### src/rtl/mips_stim_gen.sv
// mips_stim_gen: pseudo-random legal MIPS instruction generator that issues each
// instruction with a one-cycle pc_en strobe, waits the checker latency, samples
// op_done and scores the result.
//
// Ports:
//   clk        in   1   clock
//   reset      in   1   synchronous, active-high
//   start      in   1   level; begins a run when idle or done
//   type_mask  in   7   class enables: [0]R [1]ADDI [2]LW [3]SW [4]BEQ [5]BNE [6]J
//   op_done    in   1   checker verdict, sampled only in CHECK
//   inst       out  32  instruction to CPU and checker
//   pc_en      out  1   issue strobe
//   busy       out  1   run in progress
//   done       out  1   run complete, held until next run or reset
//   pass_cnt   out  16  CHECKs that saw op_done=1 (saturating)
//   fail_cnt   out  16  CHECKs that saw op_done=0 (saturating)
//   fail_inst  out  32  first failing instruction of the run
module mips_stim_gen #(
    parameter int unsigned NUM_INST  = 256,
    parameter logic [31:0] SEED      = 32'hACE1_2357,
    parameter int unsigned CHECK_LAT = 3
) (
    input  logic        clk,
    input  logic        reset,
    input  logic        start,
    input  logic [6:0]  type_mask,
    input  logic        op_done,
    output logic [31:0] inst,
    output logic        pc_en,
    output logic        busy,
    output logic        done,
    output logic [15:0] pass_cnt,
    output logic [15:0] fail_cnt,
    output logic [31:0] fail_inst
);
    localparam logic [31:0] LFSR_MASK = 32'h8020_0003;
    localparam logic [15:0] LAST_INST = 16'(NUM_INST - 1);
    localparam logic [15:0] WAIT_LAST = 16'((CHECK_LAT >= 2) ? (CHECK_LAT - 2) : 0);

    localparam logic [5:0] OP_R    = 6'h00;
    localparam logic [5:0] OP_ADDI = 6'h08;
    localparam logic [5:0] OP_LW   = 6'h23;
    localparam logic [5:0] OP_SW   = 6'h2B;
    localparam logic [5:0] OP_BEQ  = 6'h04;
    localparam logic [5:0] OP_BNE  = 6'h05;
    localparam logic [5:0] OP_J    = 6'h02;

    localparam logic [5:0] FN_ADD = 6'h20;
    localparam logic [5:0] FN_SUB = 6'h22;
    localparam logic [5:0] FN_AND = 6'h24;
    localparam logic [5:0] FN_OR  = 6'h25;
    localparam logic [5:0] FN_XOR = 6'h26;
    localparam logic [5:0] FN_NOR = 6'h27;
    localparam logic [5:0] FN_SLT = 6'h2A;

    typedef enum logic [2:0] {IDLE, GEN, ISSUE, WAIT, CHECK, DONE} state_t;

    state_t      state, state_nxt;
    logic [31:0] lfsr, lfsr_nxt, inst_nxt;
    logic [15:0] issued, wait_cnt;
    logic [7:0]  mask8;
    logic [2:0]  lo, cls;
    logic [4:0]  rd, rt1;
    logic [5:0]  funct;
    logic        run_start;

    always_ff @(posedge clk)
        if (reset)
            state <= IDLE;
        else
            state <= state_nxt;

    always_comb begin
        state_nxt = state;
        pc_en     = 1'b0;
        busy      = 1'b0;
        done      = 1'b0;
        case (state)
            IDLE: state_nxt = (start && |type_mask) ? GEN : IDLE;
            GEN: begin
                busy      = 1'b1;
                state_nxt = ISSUE;
            end
            ISSUE: begin
                busy      = 1'b1;
                pc_en     = 1'b1;
                state_nxt = (CHECK_LAT == 1) ? CHECK : WAIT;
            end
            WAIT: begin
                busy      = 1'b1;
                state_nxt = (wait_cnt == WAIT_LAST) ? CHECK : WAIT;
            end
            CHECK: begin
                busy      = 1'b1;
                state_nxt = (issued == LAST_INST) ? DONE : GEN;
            end
            DONE: begin
                done      = 1'b1;
                state_nxt = (start && |type_mask) ? GEN : DONE;
            end
            default: state_nxt = IDLE;
        endcase
    end

    assign run_start = (state == IDLE || state == DONE) && state_nxt == GEN;

    // Galois right-shift form: feedback taps applied when bit 0 falls out.
    assign lfsr_nxt = lfsr[0] ? ((lfsr >> 1) ^ LFSR_MASK) : (lfsr >> 1);

    // Bit 7 of the widened mask is zero, so k==7 falls back like a disabled class.
    assign mask8 = {1'b0, type_mask};

    always_comb begin
        lo = 3'd0;
        for (int i = 6; i >= 0; i--)
            if (type_mask[i]) lo = 3'(i);
    end

    assign cls = mask8[lfsr_nxt[2:0]] ? lfsr_nxt[2:0] : lo;
    assign rd  = (lfsr_nxt[15:11] == 5'd0) ? 5'd1 : lfsr_nxt[15:11];
    assign rt1 = (lfsr_nxt[20:16] == 5'd0) ? 5'd1 : lfsr_nxt[20:16];

    always_comb begin
        funct = FN_ADD;
        case (lfsr_nxt[28:26])
            3'd1:    funct = FN_SUB;
            3'd2:    funct = FN_AND;
            3'd3:    funct = FN_OR;
            3'd4:    funct = FN_NOR;
            3'd5:    funct = FN_SLT;
            3'd6:    funct = FN_XOR;
            default: funct = FN_ADD;
        endcase
    end

    always_comb begin
        inst_nxt = {OP_J, lfsr_nxt[25:0]};
        case (cls)
            3'd0: inst_nxt = {OP_R, lfsr_nxt[25:21], lfsr_nxt[20:16], rd, 5'd0, funct};
            3'd1: inst_nxt = {OP_ADDI, lfsr_nxt[25:21], rt1, lfsr_nxt[15:0]};
            3'd2: inst_nxt = {OP_LW, 5'd0, rt1, 9'd0, lfsr_nxt[6:2], 2'b00};
            3'd3: inst_nxt = {OP_SW, 5'd0, lfsr_nxt[20:16], 9'd0, lfsr_nxt[6:2], 2'b00};
            3'd4: inst_nxt = {OP_BEQ, lfsr_nxt[25:0]};
            3'd5: inst_nxt = {OP_BNE, lfsr_nxt[25:0]};
            default: inst_nxt = {OP_J, lfsr_nxt[25:0]};
        endcase
    end

    always_ff @(posedge clk)
        if (reset) begin
            lfsr      <= SEED;
            inst      <= 32'd0;
            pass_cnt  <= 16'd0;
            fail_cnt  <= 16'd0;
            fail_inst <= 32'd0;
            issued    <= 16'd0;
            wait_cnt  <= 16'd0;
        end else begin
            wait_cnt <= (state == WAIT) ? wait_cnt + 16'd1 : 16'd0;
            if (run_start) begin
                pass_cnt  <= 16'd0;
                fail_cnt  <= 16'd0;
                fail_inst <= 32'd0;
                issued    <= 16'd0;
            end
            if (state == GEN) begin
                lfsr <= lfsr_nxt;
                inst <= inst_nxt;
            end
            if (state == CHECK) begin
                issued <= issued + 16'd1;
                if (op_done)
                    pass_cnt <= (pass_cnt == 16'hFFFF) ? pass_cnt : pass_cnt + 16'd1;
                else begin
                    fail_cnt <= (fail_cnt == 16'hFFFF) ? fail_cnt : fail_cnt + 16'd1;
                    if (fail_cnt == 16'd0) fail_inst <= inst;
                end
            end
        end
endmodule
### config.mk
export PLATFORM = sky130hd
export DESIGN_NAME = mips_stim_gen
export DESIGN_NICKNAME = d
export VERILOG_FILES = /design/src/rtl/mips_stim_gen.sv
export SDC_FILE = /design/constraint.sdc
export NUM_CORES = 1
export LEC_CHECK = 0
export BUFFER_PORTS_ARGS = -buffer_cell sky130_fd_sc_hd__buf_2
export CORE_ASPECT_RATIO = 1.25
export CORE_MARGIN = 4
export CORE_UTILIZATION = 50
export CTS_CLUSTER_DIAMETER = 50
export DETAILED_ROUTE_END_ITERATION = 6
export GPL_TIMING_DRIVEN = 0
export PLACE_DENSITY_LB_ADDON = 0.2
export SYNTH_ARGS = -nofsm -noshare
export SYNTH_HDL_FRONTEND = slang
export SYNTH_SLANG_ARGS = --single-unit
### constraint.sdc
create_clock -name clk -period 4.35 [get_ports clk]
set_input_delay 0.2175 -clock clk [delete_from_list [all_inputs] [get_ports clk]]
set_output_delay 0.2175 -clock clk [all_outputs]
set_load 0.05 [all_outputs]
## Word level (Yosys, flattened, before mapping)

Index checks and enable logic that the tools add are counted.
Widths: inputs -> output; s select.

- Register bits after elaboration: 163
- Bits of input ports: 11
- Output and inout port bits: 99

- Add/subtract/negate cells: 4
- Order comparisons: 1
- Eq/ne operators: 23
- Muxes and demuxes: 37
- Bitwise operators: 2
- Reductions and logical operators: 12

Operators by type and width:

| cell | count |
|---|---|
| $pmux 32 s6 | 1 |
| $mux 16 | 10 |
| $mux 32 | 5 |
| $add 16x1->16 const B | 4 |
| $mux 3 | 11 |
| $eq 16x16->1 const B | 2 |
| $pmux 4 s6 | 1 |
| $eq 3x3->1 const B | 7 |
| $eq 3x2->1 const B | 6 |
| $pmux 3 s6 | 1 |
| $eq 16x1->1 const B | 1 |
| $eq 16x8->1 const B | 1 |
| $logic_not 16->1 | 1 |
| $eq 3x1->1 const B | 4 |
| $logic_not 5->1 | 2 |
| $mux 5 | 2 |
| $reduce_or 7->1 | 1 |
| $logic_not 3->1 | 2 |
| $ne 3x3->1 const B | 2 |
| $mux 1 | 5 |
| $lt 3x4->1 const B | 1 |
| $not 3->4 | 1 |
| $reduce_or 4->1 | 1 |
| $bmux 1 s3 | 1 |
| other kinds (5) | 6 |

## Depth between registers and ports, before layout

Gate-level depths: netlist (run 1).

- Depth in word-level cells: 10
- Gate-level depth with buffers: 9
- Mapped depth without buffers: 7

## Least setup slack after synthesis (run 1)

Ideal clock, no wire load.

- Path kind: reg2reg
- Start point: register pass_cnt[0]
- End point: register pass_cnt[5]
- Library setup time: 0.070 ns
- Data arrival time: 2.363 ns
- Required time: 4.280 ns
- Path slack: 1.917 ns
- Cell stages (with the launch flop): 9
- Path buffers: 1
- Period minus slack after synthesis: 2.433 ns
- Cells stage by stage: dfxtp_1 ha_1 and3_1 nand4_1 or4_1 nand2_1 buf_2 o21ai_1 a21oi_1

- Longest elaborated chain between the ends: 4
- Elaborated cells between the ends (all ways): 6

RTL lines:

| element | RTL line | RTL |
|---|---|---|
| start, declared | 32 | `output logic [15:0] pass_cnt,` |
| start signal, assigned | 173 | `pass_cnt <= (pass_cnt == 16'hFFFF) ? pass_cnt : pass_cnt + 16'd1;` |
| $add 16x1->16 | 173 |  |
| $mux 16 | 173 |  |
| $mux 16 | 172 | `if (op_done)` |
| $mux 16 | 170 | `if (state == CHECK) begin` |

Several ways; a longest one is shown, not always the timed one. The select of a mux whose other input is x is not followed.
A chain may end at the register's enable or synchronous reset.

## Final worst setup path (run 1)

- Start point: register state[2]
- End point: register fail_inst[3]

- Longest elaborated chain between the ends: 8
- Elaborated cells between the ends (all ways): 14

RTL lines:

| element | RTL line | RTL |
|---|---|---|
| start, declared | 58 | `state_t state, state_nxt;` |
| start signal, assigned | 71 | `state <= state_nxt;` |
| $eq 3x3->1 (tied with other cells) | 78, 105 |  |
| $pmux 3 s6 | 78 | `case (state)` |
| $eq 3x1->1 | 105 | `assign run_start = (state == IDLE \|\| state == DONE) && state_nxt == GEN;` |
| $logic_and 1x1->1 | 105 |  |
| $mux 32 | 160 | `if (run_start) begin` |
| $mux 32 | 176 | `if (fail_cnt == 16'd0) fail_inst <= inst;` |
| $mux 32 | 172 |  |
| $mux 32 * | 170 |  |
| end signal, assigned | 176 |  |
| end, declared | 34 | `output logic [31:0] fail_inst` |

Every way passes the cells marked *; elsewhere a longest branch is shown, timed or not.

==> results of run 1 <==
-- worst register-to-register path, delay by kind of cell (launching register included) --
family	cells	cell delay, ns
and+or+nand+nor	4	1.34
buffers and inverters	2	0.98
DFF	1	0.37
AOI/OAI and AO/OA	1	0.19
-- cells by family after synthesis --
kind of cell | Yosys count | share of synthesized area
other cells | 1 | 0.000531
xor+xnor | 23 | 0.0285
simple gates | 374 | 0.249
flops | 162 | 0.460
compound gates | 210 | 0.197
mux | 11 | 0.0168
fa+ha+maj | 6 | 0.0106
buf+inv | 62 | 0.0372
-- placed cells by master (no fill, tap or decap), types with 11 or more instances in the layout --
| master | n |
|---|---|
| dfxtp_1 | 162 |
| buf_2 | 114 |
| nand2_1 | 114 |
| nor2_1 | 111 |
| a21oi_1 | 70 |
| clkbuf_1 | 42 |
| nand3_1 | 42 |
| a22oi_1 | 35 |
| o21ai_0 | 26 |
| nand4_1 | 17 |
| clkbuf_16 | 17 |
| and3_1 | 14 |
| nor4_1 | 13 |
| xor2_1 | 12 |
| and2_1 | 12 |
| xnor2_1 | 11 |
-- where the power goes --
group / switching (mW) / total [mW] / internal, mW
combinational: 0.319 / 0.452 / 0.133
clock: 0.607 / 1.39 / 0.781
sequential: 0.0425 / 1.57 / 1.53
total: 0.968 / 3.41 / 2.45
-- stage by stage --
stage	utilization	std cells	instance area, um^2	hold WS, ns	total power, mW
floorplan	-	849	7060	0.432	1.92
global placement	0.566	1132	7820	0.442	2.05
detailed placement	0.566	1132	7820	0.448	2.05
CTS	0.605	1162	8360	0.224	3.43
global route	0.605	1162	8360	0.275	3.53
finish	0.605	1162	8360	0.236	3.41
-- layer usage --
layer / track usage / wire length [um] / vias up / share of wire
met4: 0.104 / 543 / 0 / 0.028
met3: 0.0459 / 1130 / 41 / 0.059
li1: - / - / 3291 / -
met2: 0.401 / 9410 / 224 / 0.49
met5: 0 / 0 / - / 0
met1: 0.301 / 8160 / 3194 / 0.42
-- area by class of cell --
cell class / count / share of cell area
Multi-Input combinational cell: 625 / 0.425
Sequential cell: 162 / 0.388
Timing Repair Buffer: 108 / 0.0647
Clock buffer: 18 / 0.0514
Buffer: 52 / 0.0270
Tap cell: 175 / 0.0262
Clock inverter: 12 / 0.0132
Inverter: 10 / 0.00449
-- worst max-delay path by stage --
stage                         end  slack [ns]  depth (start not counted)
floorplan             pass_cnt[5]        1.92                          8
global placement     fail_inst[2]        1.39                          7
detailed placement  fail_inst[11]        1.39                          7
CTS                 fail_inst[11]        1.37                          7
global route         fail_inst[9]        1.06                          7
finish               fail_inst[3]        1.40                          7
-- registers in the layout, summed over array words and instances (netlist names) --
name,cells
inst,31
pass_cnt,16
wait_cnt,16
lfsr,32
issued,16
state,3
fail_inst,32
fail_cnt,16
==> results_dict.tcl, run 1 <==
set metrics [dict create \
    dp_hpwl_um 13800 \
    tightest_slew_ns 1.06 \
    cts.hold.buffers_added 0 \
    wl_um 19200 \
    io_pins 110 \
    synth_largest_area_cell "dfxtp_1" \
    setup_violations 0 \
    yosysSeqAreaShare 0.460 \
    cpPeakStageDelay_ns 0.60 \
    nNetsFinal 993 \
    yosysWarnings 0 \
    fin_ws_ns 1.40 \
    place_congestion 0.916 \
    start_kind "register" \
    gr-usage-all-layers 0.240 \
    cpMostUsedCell "clkbuf_1" \
    cts.clk_slew.worst_paths_ns 0.06 \
    root_buffer "clkbuf_16" \
    clockBufferDepth 2 \
    irDropWorstVdd_v 0.000249 \
    synth_area_um2 7060 \
    run_status "completed" \
    slew_viol_final 0 \
    overflow 0 \
    cp_cell_sequence "nor3b_1 > clkbuf_1 > nand2b_1 > nor3_1 > clkbuf_1 > a22oi_1 > nor2_1" \
    crit_slowest_cell "nor3_1" \
    die_h_um 141 \
    cts.sinks 162 \
    portBuffers 108 \
    fin_skew_ns 0.0157 \
    hold_end "fail_cnt[8]" \
    post_cts_buffers 0 \
    vias 6750 \
    hp-class "in2reg" \
    period_needed_ns 2.95 \
    grt_pass1_vias 6210 \
    async_flop_share 0 \
    ys_seq_elements 162 \
    via_per_inst 5.81 \
    path_delay_family "simple AND/OR/NAND/NOR gates" \
    critPathMaxFanout 10 \
    end_kind "register" \
    grt_pass1_wl_um 31200 \
    min_path_cells 4 \
    fill_cells 1297 \
    initial_core_util 0.511 \
    core_area_um2 13800 \
    cts_resized 0 \
    multi_input_area_um2 3550 \
    r2r_slack_ns 1.40 \
    ys_top_cells_by_area "dfxtp_1 46%, nand2_1 6.1%, nor2_1 5.9%" \
    hp-start "op_done" \
    critPathBufInv 2 \
    tns_ns 0 \
    drt_pass1_iterations 5 \
    cts_buffers 17 \
    drt_iter0_markers 548 \
    synth_cell_types 65 \
    area_growth_syn_to_layout_pct 18.4 \
    rsz0062_at_grt "no" \
    fmax_ghz 0.339 \
    grt_max_degree 17 \
    critical_path_class "reg2reg" \
    syn_nets 866 \
    cts_tree "yes" \
    synth_common_cells "162 x dfxtp_1, 114 x nand2_1, 111 x nor2_1" \
    ctsHtreeMaxLevel 4 \
    row_count 48 \
    drc_errors 0 \
    hold_violations 0 \
    synth_top_area_share 0.460 \
    p_per_area_nw_per_um2 408 \
    dieWidth_um 114 \
    synth_edf_count 0 \
    relSlewSlack 0.294 \
    worstRegToRegCells 7 \
    clock_latency_ns 0.43 \
    leakagePower_nw 3.34 \
    drive_above_1_share 0.160 \
    reg2reg_to "fail_inst[3]" \
    antenna_found_initial 0 \
    worst-endpoint-arrival_ns 3.30 \
    synth_ff_type "dfxtp_1" \
    post-route-period-util 0.678 \
    drv_cap 0 \
    diodes 0 \
    die_area_um2 16100 \
    route.detailed.wl_per_inst_um 16.6 \
    netlist_instances 849 \
    syn_avg_cell_area_um2 8.31 \
    crit_start "state[2]" \
    critPathRequiredTime_ns 4.70 \
    yosysMostFrequentCell "dfxtp_1" \
    r2r-start "state[2]" \
    pre_cts_ws_ns 1.39 \
    regArea_um2 3240 \
    postRouteAntennaNets 0 \
]
(Power assumes the default switching activity.)
==> run 2, diff against run 1 <==
- clock period: 4.35 -> 2.6 ns (I/O delays scaled with it)
==> results_dict.tcl, run 2 (synthesized netlist as in run 1, its figures left out) <==
set metrics [dict create \
    cts_buffers 17 \
    io_pins 110 \
    clock_latency_ns 0.43 \
    dieWidth_um 114 \
    die_area_um2 16100 \
    end_kind "register" \
    root_buffer "clkbuf_16" \
    relSlewSlack 0.524 \
    critPathRequiredTime_ns 2.96 \
    fin_skew_ns 0.0174 \
    run_status "completed" \
    route.detailed.wl_per_inst_um 16.6 \
    postRouteAntennaNets 0 \
    tightest_slew_ns 0.714 \
    row_count 48 \
    drc_errors 0 \
    nNetsFinal 993 \
    critPathMaxFanout 10 \
    p_switching_mw 1.62 \
    clockBufferDepth 2 \
    tns_ns 0 \
    cts_tree "yes" \
    leakagePower_nw 3.37 \
    reg.largest.list "fail_inst x32, lfsr x32, inst x31" \
    drv_cap 0 \
    gr-usage-all-layers 0.241 \
    vias 6784 \
    setup_violations 0 \
    worst-endpoint-arrival_ns 2.84 \
    grt_max_degree 17 \
    antenna_found_initial 0 \
    die_h_um 141 \
    via_per_inst 5.84 \
    grt_pass1_wl_um 31300 \
    p_clk_frac 0.406 \
    post-route-period-util 0.953 \
    area_growth_syn_to_layout_pct 18.9 \
    place_congestion 0.916 \
    finalPower_mw 5.72 \
    drt_pass1_iterations 6 \
    p_int_mw 4.09 \
    start_kind "register" \
    seq_power_share 0.461 \
    drive_above_1_share 0.170 \
    final_common_cell "dfxtp_1" \
    core_area_um2 13800 \
    wl_um 19300 \
    slew_viol_final 0 \
    drt_iter0_markers 543 \
    post_cts_buffers 0 \
    irDropWorstVdd_v 0.000417 \
    rsz0062_at_grt "no" \
    critical_path_class "reg2reg" \
    overflow 0 \
    cts.clk_slew.worst_paths_ns 0.06 \
    combPwrFrac 0.133 \
    grt_pass1_vias 6232 \
    hold_violations 0 \
    p_per_area_nw_per_um2 681 \
    portBuffers 108 \
    post-route-util 0.607 \
    cts.sinks 162 \
    hp-class "in2reg" \
    dp_hpwl_um 13800 \
    ctsHtreeMaxLevel 4 \
    fill_cells 1301 \
    diodes 0 \
    fmax_ghz 0.404 \
    switching_share 0.284 \
    period_needed_ns 2.48 \
    initial_core_util 0.511 \
    final_cell_mix "162 x dfxtp_1, 114 x buf_2, 114 x nand2_1, 111 x nor2_1, 70 x a21oi_1" \
]
run 2: cell counts in the layout (fill, tap and decap cells not counted):
Identical to the previous run, type by type.
run 2: worst max-delay path, stage by stage (launching register included):
cell and delay (ns):
dfxtp_1 0.30, buf_6 0.13, nor2b_4 0.13, a221o_1 0.39
o32ai_4 0.35, mux2_2 0.41, buf_2 0.21, o41ai_1 0.39
a21o_1 0.12
run 2: per-stage QoR:
step                      std cells  area, um^2  setup slack, ns  hold slack (ns)
after floorplan                 849        7060            0.167            0.363
after global placement         1132        7820           -0.364            0.442
after detailed placement       1132        7820           -0.360            0.448
after CTS                      1162        8370           0.0436            0.136
after global routing           1162        8390          0.00617            0.146
final                          1162        8390            0.123            0.116
run 2: area by class of cell:
type | count | area [um^2] | share of cell area
plain buffers | 52 | 233 | 0.0277
clock buffers | 18 | 429 | 0.0511
clock inverters | 12 | 110 | 0.0131
inverters | 10 | 37.5 | 0.00447
multi-input cells | 625 | 3580 | 0.426
flip-flops and latches | 162 | 3240 | 0.387
well taps | 175 | 219 | 0.0261
repair buffers | 108 | 541 | 0.0644
run 2: power by group through the flow:
stage | registers, mW | clock network (mW) | logic [mW]
6_report | 2.63 | 2.32 | 0.760
5_1_grt | 2.64 | 2.46 | 0.820
4_1_cts | 2.63 | 2.36 | 0.753
3_5_place_dp | 2.69 | 0 | 0.748
3_3_place_gp | 2.69 | 0 | 0.743
2_1_floorplan | 2.77 | 0 | 0.444
run 2: final timing paths:
| path | start | end | slack [ns] | cells past startpoint |
|---|---|---|---|---|
| worst min register to register | lfsr[5] | lfsr[5] | 0.46 | 2 |
| worst min-delay path | op_done | fail_cnt[8] | 0.12 | 4 |
| worst max register to register | lfsr[2] | inst[1] | 0.12 | 8 |
| worst max-delay path | lfsr[2] | inst[1] | 0.12 | 8 |
run 2: timing repair:
| action | CTS | global route |
|---|---|---|
| pin swaps | 0 | 0 |
| setup endpoints to repair | 41 | 60 |
| resized for setup | 6 | 7 |
| hold buffers | 0 | 0 |
run 2: metal layers:
layer  vias to the layer above  track usage  wire, um
met5                         -            0         0
met4                         0        0.104       570
met3                        49       0.0459      1110
met2                       225        0.403      9460
met1                      3213        0.301      8180
li1                       3297            -         -
==> run 3, diff against run 2 <==
- GPL_TIMING_DRIVEN: 0 -> 1
==> results_dict.tcl, run 3 (synthesized netlist as in run 1, its figures left out) <==
set metrics [dict create \
    cpPeakStageDelay_ns 0.48 \
    root_buffer "clkbuf_16" \
    cts_buffers 17 \
    dp_hpwl_um 12500 \
    die_area_um2 16100 \
    nNetsFinal 971 \
    cts.hold.buffers_added 0 \
    tns_ns 0 \
    final_common_cell "dfxtp_1" \
    leakagePower_nw 3.43 \
    fin_ws_ns 0.174 \
    drc_errors 0 \
    cts.sinks 162 \
    wl_um 18200 \
    finalPower_mw 5.85 \
    critical_path_class "reg2reg" \
    p_per_area_nw_per_um2 694 \
    slew_viol_final 0 \
    postRouteAntennaNets 0 \
    fill_cells 1239 \
    rsz0062_at_grt "no" \
    hold_ws_ns 0.144 \
    worst-endpoint-arrival_ns 2.74 \
    post-route-util 0.610 \
    fin_skew_ns 0.0126 \
    cts.clk_slew.worst_paths_ns 0.07 \
    via_per_inst 5.76 \
    ctsHtreeMaxLevel 4 \
    initial_core_util 0.511 \
    io_pins 110 \
    cp_cell_sequence "buf_4 > nor2b_1 > a2111oi_2 > o32ai_4 > mux2_2 > mux2_2 > a32o_1" \
    tightest_slew_ns 0.925 \
    period_needed_ns 2.43 \
    placed_cell_area_um2 7830 \
    antenna_found_initial 0 \
    area_growth_syn_to_layout_pct 19.4 \
    grt_max_degree 63 \
    route.detailed.wl_per_inst_um 15.9 \
    grt_pass1_wl_um 30100 \
    start_kind "register" \
    core_area_um2 13800 \
    setup_violations 0 \
    cts_tree "yes" \
    critPathRequiredTime_ns 2.91 \
    diodes 0 \
    clock_latency_ns 0.43 \
    drt_iter0_markers 593 \
    fin_area_um2 8430 \
    die_h_um 141 \
    cpMostUsedCell "mux2_2" \
    irDropWorstVdd_v 0.000405 \
    drv_cap 0 \
    run_status "completed" \
    critPathMaxFanout 14 \
    end_kind "register" \
    hold_violations 0 \
    pre_cts_ws_ns 0.0822 \
    drive_above_1_share 0.189 \
    gr-usage-all-layers 0.227 \
    finalNonFillerCells 1142 \
    hp-class "in2reg" \
    crit_slowest_cell "a2111oi_2" \
    post-place-cells 1109 \
    post-route-period-util 0.933 \
    cts_resized 0 \
    row_count 48 \
    reg.largest.list "fail_inst x32, lfsr x32, inst x31" \
    relSlewSlack 0.381 \
    vias 6575 \
    fmax_ghz 0.412 \
    grt_pass1_vias 6070 \
    clockBufferDepth 2 \
    drt_pass1_iterations 5 \
    place_congestion 0.868 \
    dieWidth_um 114 \
    final_cell_mix "162 x dfxtp_1, 114 x nand2_1, 111 x nor2_1, 107 x buf_2, 70 x a21oi_1" \
    portBuffers 108 \
    overflow 0 \
]
==> run 3: timing repair <==
action	CTS	global route
endpoints found under the hold margin	0	0
setup buffers	0	1
setup endpoints to repair	0	4
==> run 3: power by group <==
| group | internal (mW) | switching, mW |
|---|---|---|
| sequential | 2.56 | 0.0730 |
| combinational | 0.247 | 0.511 |
| clock | 1.29 | 1.17 |
==> run 3: per-layer routing <==
metal  global-route usage  vias to the layer above  share of wire
li1                     -                     3248              -
met1                0.282                     3128           0.44
met2                0.390                      167           0.50
met3               0.0425                       32          0.045
met4               0.0801                        0          0.020
met5                    0                        -              0
==> run 3: area by class of cell <==
class,instances,area [um^2],share of cell area
Clock inverter,15,159,0.0189
Multi-Input combinational cell,625,3560,0.423
Sequential cell,162,3240,0.385
Tap cell,175,219,0.0260
Clock buffer,17,425,0.0505
Timing Repair Buffer,138,781,0.0927
Inverter,10,37.5,0.00446
==> run 3: final timing paths <==
kind | start | slack, ns | to | cells past startpoint
worst max-delay path | lfsr[1] | 0.17 | inst[8] | 7
worst min-delay path | reset | 0.14 | fail_inst[9] | 2
worst max register to register | lfsr[1] | 0.17 | inst[8] | 7
worst min register to register | lfsr[31] | 0.46 | lfsr[30] | 2
==> run 3: worst max-delay path: cells and delay by family, from the launching register on <==
kind,cells,cell delay (ns)
AND/OR/NAND/NOR,1,0.08
buffers and inverters,1,0.21
flip-flops,1,0.38
multiplexers,2,0.73
AO/OA/AOI/OAI,3,0.92
